--- config.mk ---
export PLATFORM = sky130hd
export DESIGN_NAME = tile_grid_renderer_flat
export DESIGN_NICKNAME = d
export VERILOG_FILES = /design/src/rtl/tile_grid_renderer_if.sv /design/src/rtl/tile_grid_renderer.sv /design/src/flat_wrapper.sv
export SDC_FILE = /design/constraint.sdc
export NUM_CORES = 1
export LEC_CHECK = 0
export ABC_AREA = 1
export CAP_MARGIN = 20
export CORE_MARGIN = 2
export CORE_UTILIZATION = 36
export CTS_BUF_LIST = sky130_fd_sc_hd__clkbuf_4
export DETAILED_ROUTE_END_ITERATION = 10
export GPL_TIMING_DRIVEN = 0
export PLACE_DENSITY = 0.71
export SLEW_MARGIN = 10
export SYNTH_ARGS = -nofsm -noshare
export SYNTH_HDL_FRONTEND = slang
export SYNTH_SLANG_ARGS = --single-unit
export TNS_END_PERCENT = 10
--- constraint.sdc ---
create_clock -name clk -period 3.63 [get_ports clk]
set_clock_uncertainty 0.1 [all_clocks]
set_input_delay 0.363 -clock clk [delete_from_list [all_inputs] [get_ports clk]]
set_output_delay 0.363 -clock clk [all_outputs]
set_load 0.01 [all_outputs]
--- src/rtl/tile_grid_renderer_if.sv ---
// ROM-side bus of the tile grid renderer: the renderer drives both ROM addresses
// and receives the background and tile ROM data ROM_LAT cycles later.
interface tile_grid_renderer_if #(
    parameter int TA_W = 8
);
    logic [18:0]     bg_addr;
    logic [TA_W-1:0] tile_addr;
    logic [11:0]     bg_data;
    logic [11:0]     tile_data;

    modport master (output bg_addr, output tile_addr, input bg_data, input tile_data);
    modport slave  (input bg_addr, input tile_addr, output bg_data, output tile_data);
endinterface

--- src/rtl/tile_grid_renderer.sv ---
// Composites a GRID_COLS x GRID_ROWS tile grid over a background image, with
// incremental (division-free) tile addressing, frame-latched cell map and blink.
module tile_grid_renderer #(
    parameter int          GRID_COLS    = 10,
    parameter int          GRID_ROWS    = 20,
    parameter int          TILE         = 14,
    parameter int          ORIGIN_X     = 208,
    parameter int          ORIGIN_Y     = 105,
    parameter int          H_ACTIVE     = 640,
    parameter int          ROM_LAT      = 1,
    parameter int          FLASH_FRAMES = 16,
    parameter logic [11:0] FLASH_COLOR  = 12'hCCC
) (
    input  logic                           clk,
    input  logic                           clrn,
    input  logic                           pix_valid,
    input  logic [8:0]                     row_addr,
    input  logic [9:0]                     col_addr,
    input  logic [GRID_COLS*GRID_ROWS-1:0] cell_matrix,
    input  logic [GRID_COLS*GRID_ROWS-1:0] flash_mask,
    tile_grid_renderer_if.master           rom,
    output logic [11:0]                    pix_out,
    output logic                           pix_valid_out
);
    localparam int NCELL = GRID_COLS * GRID_ROWS;
    localparam int TA_W  = $clog2(TILE * TILE);
    localparam int TX_W  = $clog2(TILE);
    localparam int CX_W  = (GRID_COLS > 1) ? $clog2(GRID_COLS) : 1;
    localparam int CY_W  = (GRID_ROWS > 1) ? $clog2(GRID_ROWS) : 1;
    localparam int CI_W  = (NCELL > 1) ? $clog2(NCELL) : 1;
    localparam int FC_W  = (FLASH_FRAMES > 1) ? $clog2(FLASH_FRAMES) : 1;

    localparam logic [10:0]     X0     = 11'(ORIGIN_X);
    localparam logic [10:0]     X1     = 11'(ORIGIN_X + GRID_COLS * TILE);
    localparam logic [9:0]      Y0     = 10'(ORIGIN_Y);
    localparam logic [9:0]      Y1     = 10'(ORIGIN_Y + GRID_ROWS * TILE);
    localparam logic [TX_W-1:0] T_MAX  = TX_W'(TILE - 1);
    localparam logic [FC_W-1:0] FC_MAX = FC_W'(FLASH_FRAMES - 1);

    logic [TX_W-1:0]  r_tx, r_ty, w_tx, w_ty;
    logic [CX_W-1:0]  r_cx, w_cx;
    logic [CY_W-1:0]  r_cy, w_cy;
    logic [NCELL-1:0] r_cell_sh, r_flash_sh, w_cells, w_flashes;
    logic [FC_W-1:0]  r_fcnt;
    logic             r_fs_seen, r_phase, w_phase, w_wrap;
    logic             w_fs, w_line, w_in_cols, w_in_rows, w_in_grid;
    logic [10:0]      w_col;
    logic [9:0]       w_row;
    logic [CI_W-1:0]  w_idx;
    logic             w_cell_bit, w_lit;

    logic [18:0]      r_bg_addr;
    logic [TA_W-1:0]  r_tile_addr;
    logic [3:0]       r_s1_sb;
    logic [3:0]       r_sb [ROM_LAT];
    logic [3:0]       w_sb;

    assign w_col     = {1'b0, col_addr};
    assign w_row     = {1'b0, row_addr};
    assign w_fs      = pix_valid && (row_addr == 9'd0) && (col_addr == 10'd0);
    assign w_line    = pix_valid && (col_addr == 10'd0);
    assign w_in_cols = (w_col >= X0) && (w_col < X1);
    assign w_in_rows = (w_row >= Y0) && (w_row < Y1);
    assign w_in_grid = w_in_cols && w_in_rows;

    // w_* counters are the values belonging to the pixel currently on the scan address
    always_comb begin
        w_tx = r_tx;
        w_cx = r_cx;
        if (w_col == X0) begin
            w_tx = '0;
            w_cx = '0;
        end else if (w_in_cols) begin
            if (r_tx == T_MAX) begin
                w_tx = '0;
                w_cx = r_cx + 1'b1;
            end else begin
                w_tx = r_tx + 1'b1;
            end
        end
    end

    always_comb begin
        w_ty = r_ty;
        w_cy = r_cy;
        if (w_line) begin
            if (w_row == Y0) begin
                w_ty = '0;
                w_cy = '0;
            end else if ((w_row > Y0) && (w_row < Y1)) begin
                if (r_ty == T_MAX) begin
                    w_ty = '0;
                    w_cy = r_cy + 1'b1;
                end else begin
                    w_ty = r_ty + 1'b1;
                end
            end
        end
    end

    // The FS pixel already sees the freshly latched maps and the new blink phase
    assign w_cells    = w_fs ? cell_matrix : r_cell_sh;
    assign w_flashes  = w_fs ? flash_mask  : r_flash_sh;
    assign w_wrap     = w_fs && r_fs_seen && (r_fcnt == FC_MAX);
    assign w_phase    = r_phase ^ w_wrap;
    assign w_idx      = CI_W'(int'(w_cy) * GRID_COLS + int'(w_cx));
    assign w_cell_bit = w_in_grid && w_cells[w_idx];
    assign w_lit      = w_in_grid && w_flashes[w_idx] && w_phase;

    always_ff @(posedge clk or negedge clrn) begin
        if (!clrn) begin
            r_tx       <= '0;
            r_cx       <= '0;
            r_ty       <= '0;
            r_cy       <= '0;
            r_cell_sh  <= '0;
            r_flash_sh <= '0;
            r_fcnt     <= '0;
            r_fs_seen  <= 1'b0;
            r_phase    <= 1'b0;
        end else begin
            r_ty <= w_ty;
            r_cy <= w_cy;
            if (pix_valid) begin
                r_tx <= w_tx;
                r_cx <= w_cx;
            end
            if (w_fs) begin
                r_cell_sh  <= cell_matrix;
                r_flash_sh <= flash_mask;
                r_phase    <= w_phase;
                // the first frame after reset is frame 0 of the blink count
                if (!r_fs_seen)
                    r_fs_seen <= 1'b1;
                else if (r_fcnt == FC_MAX)
                    r_fcnt <= '0;
                else
                    r_fcnt <= r_fcnt + 1'b1;
            end
        end
    end

    always_ff @(posedge clk or negedge clrn) begin
        if (!clrn) begin
            r_bg_addr   <= '0;
            r_tile_addr <= '0;
            r_s1_sb     <= '0;
            for (int i = 0; i < ROM_LAT; i++) r_sb[i] <= '0;
            pix_out       <= '0;
            pix_valid_out <= 1'b0;
        end else begin
            r_bg_addr   <= 19'(int'(row_addr) * H_ACTIVE + int'(col_addr));
            r_tile_addr <= w_in_grid ? TA_W'(int'(w_ty) * TILE + int'(w_tx)) : '0;
            r_s1_sb     <= {pix_valid, w_in_grid, w_cell_bit, w_lit};
            r_sb[0]     <= r_s1_sb;
            for (int i = 1; i < ROM_LAT; i++) r_sb[i] <= r_sb[i-1];
            pix_valid_out <= w_sb[3];
            if (!w_sb[3])
                pix_out <= 12'h000;
            else if (!w_sb[2])
                pix_out <= rom.bg_data;
            else if (w_sb[0])
                pix_out <= FLASH_COLOR;
            else if (w_sb[1])
                pix_out <= rom.tile_data;
            else
                pix_out <= rom.bg_data;
        end
    end

    assign w_sb          = r_sb[ROM_LAT-1];
    assign rom.bg_addr   = r_bg_addr;
    assign rom.tile_addr = r_tile_addr;
endmodule

--- src/flat_wrapper.sv ---
// flat-port wrapper written by rule: the top's interface ports become plain ports
module tile_grid_renderer_flat 
#(
    parameter int          GRID_COLS    = 10,
    parameter int          GRID_ROWS    = 20,
    parameter int          TILE         = 14,
    parameter int          ORIGIN_X     = 208,
    parameter int          ORIGIN_Y     = 105,
    parameter int          H_ACTIVE     = 640,
    parameter int          ROM_LAT      = 1,
    parameter int          FLASH_FRAMES = 16,
    parameter logic [11:0] FLASH_COLOR  = 12'hCCC
)
  (clk, clrn, pix_valid, row_addr, col_addr, cell_matrix, flash_mask, pix_out, pix_valid_out, rom_bg_addr, rom_tile_addr, rom_bg_data, rom_tile_data);
  tile_grid_renderer_if #(.TA_W(8)) rom_i ();
  input  logic clk;
  input  logic clrn;
  input  logic pix_valid;
  input  logic [8:0] row_addr;
  input  logic [9:0] col_addr;
  input  logic [GRID_COLS*GRID_ROWS-1:0] cell_matrix;
  input  logic [GRID_COLS*GRID_ROWS-1:0] flash_mask;
  output logic [11:0] pix_out;
  output logic pix_valid_out;
  output wire logic [$bits(rom_i.bg_addr)-1:0] rom_bg_addr;
  output wire logic [$bits(rom_i.tile_addr)-1:0] rom_tile_addr;
  input wire logic [$bits(rom_i.bg_data)-1:0] rom_bg_data;
  input wire logic [$bits(rom_i.tile_data)-1:0] rom_tile_data;
  assign rom_bg_addr = rom_i.bg_addr;
  assign rom_tile_addr = rom_i.tile_addr;
  assign rom_i.bg_data = rom_bg_data;
  assign rom_i.tile_data = rom_tile_data;
  tile_grid_renderer #(.GRID_COLS(GRID_COLS), .GRID_ROWS(GRID_ROWS), .TILE(TILE), .ORIGIN_X(ORIGIN_X), .ORIGIN_Y(ORIGIN_Y), .H_ACTIVE(H_ACTIVE), .ROM_LAT(ROM_LAT), .FLASH_FRAMES(FLASH_FRAMES), .FLASH_COLOR(FLASH_COLOR)) u_core (.clk(clk), .clrn(clrn), .pix_valid(pix_valid), .row_addr(row_addr), .col_addr(col_addr), .cell_matrix(cell_matrix), .flash_mask(flash_mask), .rom(rom_i), .pix_out(pix_out), .pix_valid_out(pix_valid_out));
endmodule
# After elaboration in Yosys (flattened, before gate mapping)
# Cells that the tools add are included.
# op_classes
n_lt_le_gt_ge	6
n_eq_ne	5
n_addsub	8
reduce_logical	15
n_mux	26
n_mul	3
bitwise	1
# ops
operator	n
$mux W200	2
$mux W12	4
$mux W4	11
$mux W5	4
$add A19 B11 Y19	1
$add A4 B1 Y4 const B	4
$add A8 B5 Y8	2
$bmux W1 S8	2
$eq A4 B4 Y1 const B	3
$logic_and A1 B1 Y1	12
$mul A9 B3 Y12 const B	1
$eq A10 B8 Y1 const B	1
$ge A10 B8 Y1 const B	1
$logic_not A10 Y1	1
$lt A10 B9 Y1 const B	1
$eq A9 B7 Y1 const B	1
$ge A9 B7 Y1 const B	1
$gt A9 B7 Y1 const B	1
$logic_not A9 Y1	1
$lt A8 B9 Y1 const B	1
$lt A9 B9 Y1 const B	1
$mux W8	1
$mul A4 B3 Y7 const B	1
$mul A5 B3 Y7 const B	1
4 further kinds	5
# totals
in_bits	446
word_cells	79
out_inout_bits	40
register_bits	471

# Depth between registers and ports, before layout
# logic_depth
depth_word	11
depth_mapped	31
mapped_depth_nobuf	31

# Worst setup path after synthesis
# No wires, ideal clock.
# synth_timing
path_kind	in2reg
from	input row_addr[1]
to	register u_core.r_s1_sb[1]
path_stages	29
setup_ns	0.071
arrival_time_ns	4.111
required_ns	3.459
n_path_buf	0
setup_slack_ns	-0.652
cell_sequence	nor2_1 -> nand2_1 -> nor2_1 -> o31ai_1 -> nor2_1 -> inv_1 -> nor2_1 -> inv_1 -> nor2_1 -> inv_1 -> nor2_1 -> nand3_1 -> o21ai_0 -> a21oi_1 -> ha_1 -> ha_1 -> inv_1 -> fa_1 -> xor2_1 -> inv_1 -> xor2_1 -> inv_1 -> nor4_1 -> nand3_1 -> nand2_1 -> inv_1 -> nand2_1 -> nand2_1 -> nor2_1
# synth_between
elab_chain_len	10
word_cells_on_any_way	19
classes_between	add/sub: 1; mul: 1; order compare: 3; eq/ne: 1; mux: 6; reduce/logical: 7
# synth_lines
element	line_no	rtl
start, declared	flat_wrapper.sv:19	input logic [8:0] row_addr;
$gt A9 B7 Y1 / $lt A9 B9 Y1 (equally long branches)	tile_grid_renderer.sv:90	end else if ((w_row > Y0) && (w_row < Y1)) begin
$logic_and A1 B1 Y1	tile_grid_renderer.sv:90	
$mux W5	tile_grid_renderer.sv:90	
$mux W5 *	tile_grid_renderer.sv:87	if (w_row == Y0) begin
$mux W5 *	tile_grid_renderer.sv:86	if (w_line) begin
via u_core.w_cy[3]	tile_grid_renderer.sv:42	logic [CY_W-1:0] r_cy, w_cy;
$mul A5 B3 Y7 *	tile_grid_renderer.sv:106	assign w_idx = CI_W'(int'(w_cy) * GRID_COLS + int'(w_cx));
$add A8 B5 Y8 *	tile_grid_renderer.sv:106	
$bmux W1 S8 *	tile_grid_renderer.sv:107	assign w_cell_bit = w_in_grid && w_cells[w_idx];
$mux W1 (implied by the code) *	tile_grid_renderer.sv:107	
$logic_and A1 B1 Y1 *	tile_grid_renderer.sv:107	
via u_core.w_cell_bit	tile_grid_renderer.sv:50	logic w_cell_bit, w_lit;
end signal, assigned	tile_grid_renderer.sv:154	r_s1_sb <= {pix_valid, w_in_grid, w_cell_bit, w_lit};
end, declared	tile_grid_renderer.sv:54	logic [3:0] r_s1_sb;
# The timed path passes the listed nets; every way through them passes the cells marked *. The select of a mux whose other input is x is not followed.
# A chain may end at the register's enable or synchronous reset.

# Worst setup path in the final report
# layout_timing
from	register u_core.r_ty[1]
to	register u_core.r_s1_sb[0]
# layout_between
elab_chain_len	11
# layout_lines
element	line_no	rtl
start, declared	tile_grid_renderer.sv:40	logic [TX_W-1:0] r_tx, r_ty, w_tx, w_ty;
start signal, assigned	tile_grid_renderer.sv:122	r_ty <= w_ty;
$eq A4 B4 Y1	tile_grid_renderer.sv:91	if (r_ty == T_MAX) begin
$mux W5	tile_grid_renderer.sv:91	
$mux W5	tile_grid_renderer.sv:90	
$mux W5	tile_grid_renderer.sv:87	
$mux W5	tile_grid_renderer.sv:86	
via u_core.w_cy[3]	tile_grid_renderer.sv:42	
$mul A5 B3 Y7	tile_grid_renderer.sv:106	
$add A8 B5 Y8	tile_grid_renderer.sv:106	
$bmux W1 S8	tile_grid_renderer.sv:108	assign w_lit = w_in_grid && w_flashes[w_idx] && w_phase;
$mux W1 (implied by the code)	tile_grid_renderer.sv:108	
$logic_and A1 B1 Y1 (2 in series)	tile_grid_renderer.sv:108	
via u_core.w_lit	tile_grid_renderer.sv:50	
# The timed path passes the listed nets, and every way through them passes these cells. The select of a mux whose other input is x is not followed.

==> impl_metrics.yaml <==
grt:
  track_usage_pct: 29.61
  grt_start_max_net_pins: 111
  grt_pass1_vias: 26953
  antenna_found_initial: 13
  grt-ovfl-total: 0
  grt_pass1_wl_mm: 151.6
sta:
  whs_ns: -0.005682
  setup_slack_ns: -0.2203
  max_slew_margin_pct: 41.88
  rsz0062_at_grt: "yes"
  fin_crit_ns: 3.850
  fmaxAchievable_ghz: 0.2597
  worstMarginPinSlew_ns: 0.8686
  timing.final.crit_share_pct: 106.1
  hold_viol: 1
  maxSlewViolCount: 0
  setup_viol: 2
logic_synthesis:
  postSynthRegisterBits: 471
  ys_warn_count: 0
  syn_area_um2: 23510
  ys_top_cells_by_area: "dfrtp_1 (50%), nand2_1 (28%), nand3_1 (8.0%)"
  syn-num-nets: 3697
  ys_types: 36
  synth_top_area_share_pct: 50.14
  postSynthAreaPerCell_um2: 7.341
  yosysSeqAreaShare_pct: 50.14
  netlist_instances: 3202
  synth_largest_area_cell: "dfrtp_1"
layout:
  fillers: 5551
  final_util_pct: 56.23
  final_nets: 4788
  layout_common_cells: "nand2_1 (1720), dfrtp_1 (471), clkdlybuf4s50_1 (468)"
  synthToLayoutAreaGrowth_pct: 54.20
  final_common_cell: "nand2_1"
  drive_gt1_share_pct: 8.937
  fin_cells: 5243
setup_path:
  required_ns: 4.43
  worst-path-max-fanout: 5
  worstPathArrival_ns: 4.65
  critPathKind: "flop to flop"
  cp-start-kind: "flop"
  end_kind: "flop"
run:
  maxCapViolCount: 0
power:
  switching_power_uw: 5018
  p_clk_share_pct: 34.9
  power.density_nw_per_um2: 406.4
  irDropWorstVdd_mv: 0.3513
  p_seq_share_pct: 36.6
  power_leakage_uw: 0.01822
  p_int_uw: 9714
  combPwrFrac_pct: 28.5
  switching_share_pct: 34.06
cts:
  insertion_delay_ns: 1.00
  cts_buffers: 135
  clockRootBuffer: "clkbuf_4"
  clk_pin_slew_ns: 0.05
  cts.sinks: 471
  cts_max_path_buffers: 3
  cts_tree: "built"
  htree_num_levels: 4
floorplanning:
  rows: 93
  io_pins: 486
  die_area_um2: 67360
  die_h_um: 259.5
  die_w_um: 259.5
  start_util_pct: 36.46
  coreArea_um2: 64460
detailed_routing:
  met2_length_mm: 47.08
  wl_met3_mm: 8.251
  viasPerCell: 5.102
  antenna_left: 0
  drt-pass1-iter-count: 6
  routed.top_layer: "met5"
  vias: 26751
  drc_errors: 0
  drt-initial-drc-count: 2517
  met1Wirelength_mm: 40.35
  wire_per_inst_um: 19.35
  wirelength_mm: 101.4
place:
  post-dp-hpwl_mm: 68.25
  routabilityCongestion: 0.9050
  dp_cells: 4546
  io_buffers: 485
status:
  violations: "negative hold slack, negative setup slack"
  status: "finished, violations left"
worst_hold_path:
  hold_path_class: "input pin to flop"
[power by group through the flow]
stage | Sequential, µW | Combinational [µW] | Clock, µW
detailed placement | 5480 | 3590 | 0
finish | 5390 | 4210 | 5140
CTS | 5380 | 4110 | 5220
global placement | 5490 | 3560 | 0
global route | 5390 | 4490 | 5500
floorplan | 5500 | 1730 | 0
[sequential cells by signal (all words and copies together), names as in the netlist, 4 cells and up]
| register | count |
|---|---|
| u_core.r_cy | 5 |
| u_core.r_s1_sb | 4 |
| u_core.r_cell_sh | 200 |
| u_core.r_ty | 4 |
| u_core.r_flash_sh | 200 |
| u_core.rom.bg_addr | 19 |
| u_core.r_cx | 4 |
| u_core.rom.tile_addr | 8 |
| u_core.r_sb | 4 |
| u_core.pix_out | 12 |
| u_core.r_fcnt | 4 |
| u_core.r_tx | 4 |
[final cells by class]
class | instances | area, µm² | area share [%]
multi-input cells | 2443 | 10750 | 29.66
clock inverters | 29 | 259.0 | 0.7145
diodes | 13 | 32.53 | 0.08975
inverters | 113 | 435.4 | 1.201
plain buffers | 174 | 840.8 | 2.320
flip-flops and latches | 471 | 11790 | 32.52
well taps | 855 | 1070 | 2.951
repair buffers | 955 | 9646 | 26.61
clock buffers | 190 | 1426 | 3.935
[logic make-up after synthesis]
logic type	share of synthesized area, %
AND/OR/NAND/NOR	38.84
buffers and inverters	5.158
AO/OA/AOI/OAI	1.975
flip-flops	50.14
adder cells (fa/ha/maj)	2.800
multiplexers	0.04790
XOR/XNOR	1.043
[what timing repair did]
item | 4_1_cts | 5_1_grt
endpoints found under the hold margin | 710 | 4
setup buffers | 11 | 5
gates resized for setup | 64 | 36
setup endpoints to repair | 6 | 6
pin swaps | 13 | 5
hold buffers | 447 | 3
[path summary, 6_finish.rpt]
| path | from | end | slack (ns) | depth (start not counted) |
|---|---|---|---|---|
| max reg2reg | u_core.r_ty[1] | u_core.r_s1_sb[0] | -0.22 | 24 |
| min | pix_valid | u_core.r_cy[4] | -0.006 | 6 |
| max in group asynchronous | clrn | u_core.r_cell_sh[55] | 1.99 | 5 |
| max | u_core.r_ty[1] | u_core.r_s1_sb[0] | -0.22 | 24 |
| min in group asynchronous | clrn | u_core.r_fcnt[3] | 0.49 | 4 |
| min reg2reg | u_core.r_s1_sb[1] | u_core.r_sb[1] | 0.25 | 0 |
[critical path: stages (launching register included)]
cell	delay (ns)
dfrtp_1	0.38
inv_1	0.06
ha_1	0.15
nand3_2	0.12
nor2_4	0.19
inv_4	0.07
nor2_2	0.09
nand3_2	0.10
o21ai_2	0.14
a21oi_2	0.07
ha_1	0.29
ha_2	0.19
inv_2	0.05
fa_2	0.61
nor2_4	0.05
xor2_2	0.24
inv_2	0.11
nor4_4	0.17
buf_6	0.17
nand3_4	0.08
nand2_1	0.09
inv_1	0.04
nand2_1	0.05
nand2_1	0.05
nor2_1	0.13
[metal layers]
metal	track usage, %	vias up
li1	-	12292
met1	36.64	12583
met2	47.49	1453
met3	6.805	411
met4	17.13	12
met5	0	-
[synth_stat cells]
cell type,count
nand2_1,1726
dfrtp_1,471
nand3_1,376
nor2_1,138
inv_1,111
clkbuf_1,76
buf_2,66
ha_1,43
o21ai_0,43
a21oi_1,24
xor2_1,24
buf_1,21
nor3_1,16
buf_4,11
nand4_1,10
fa_1,6
nor4_1,5
o31ai_1,5
or2_2,4
xnor2_1,4
a211oi_1,2
a31oi_1,2
inv_2,2
nand2_2,2
o21a_1,2
o21bai_1,2
a21o_1,1
and2_1,1
buf_6,1
mux2_2,1
nor2_2,1
nor3_2,1
nor3_4,1
o2111ai_1,1
o211a_1,1
o211ai_1,1
[stage by stage]
step | TNS [ns] | setup slack, ns | hold slack (ns) | power, µW | instance area (µm²)
after floorplan | -0.6829 | -0.3114 | -0.03259 | 7227 | 23570
after global placement | -9030.90 | -19.22 | 0.2340 | 9048 | 29500
after detailed placement | -11.17 | -2.511 | 0.2347 | 9065 | 29610
after CTS | -0.2700 | -0.1381 | 0.01428 | 14710 | 36050
after global routing | -1.211 | -0.4502 | 0.01518 | 15380 | 36230
final | -0.4319 | -0.2203 | -0.005682 | 14730 | 36250
(Power assumes the default switching activity.)
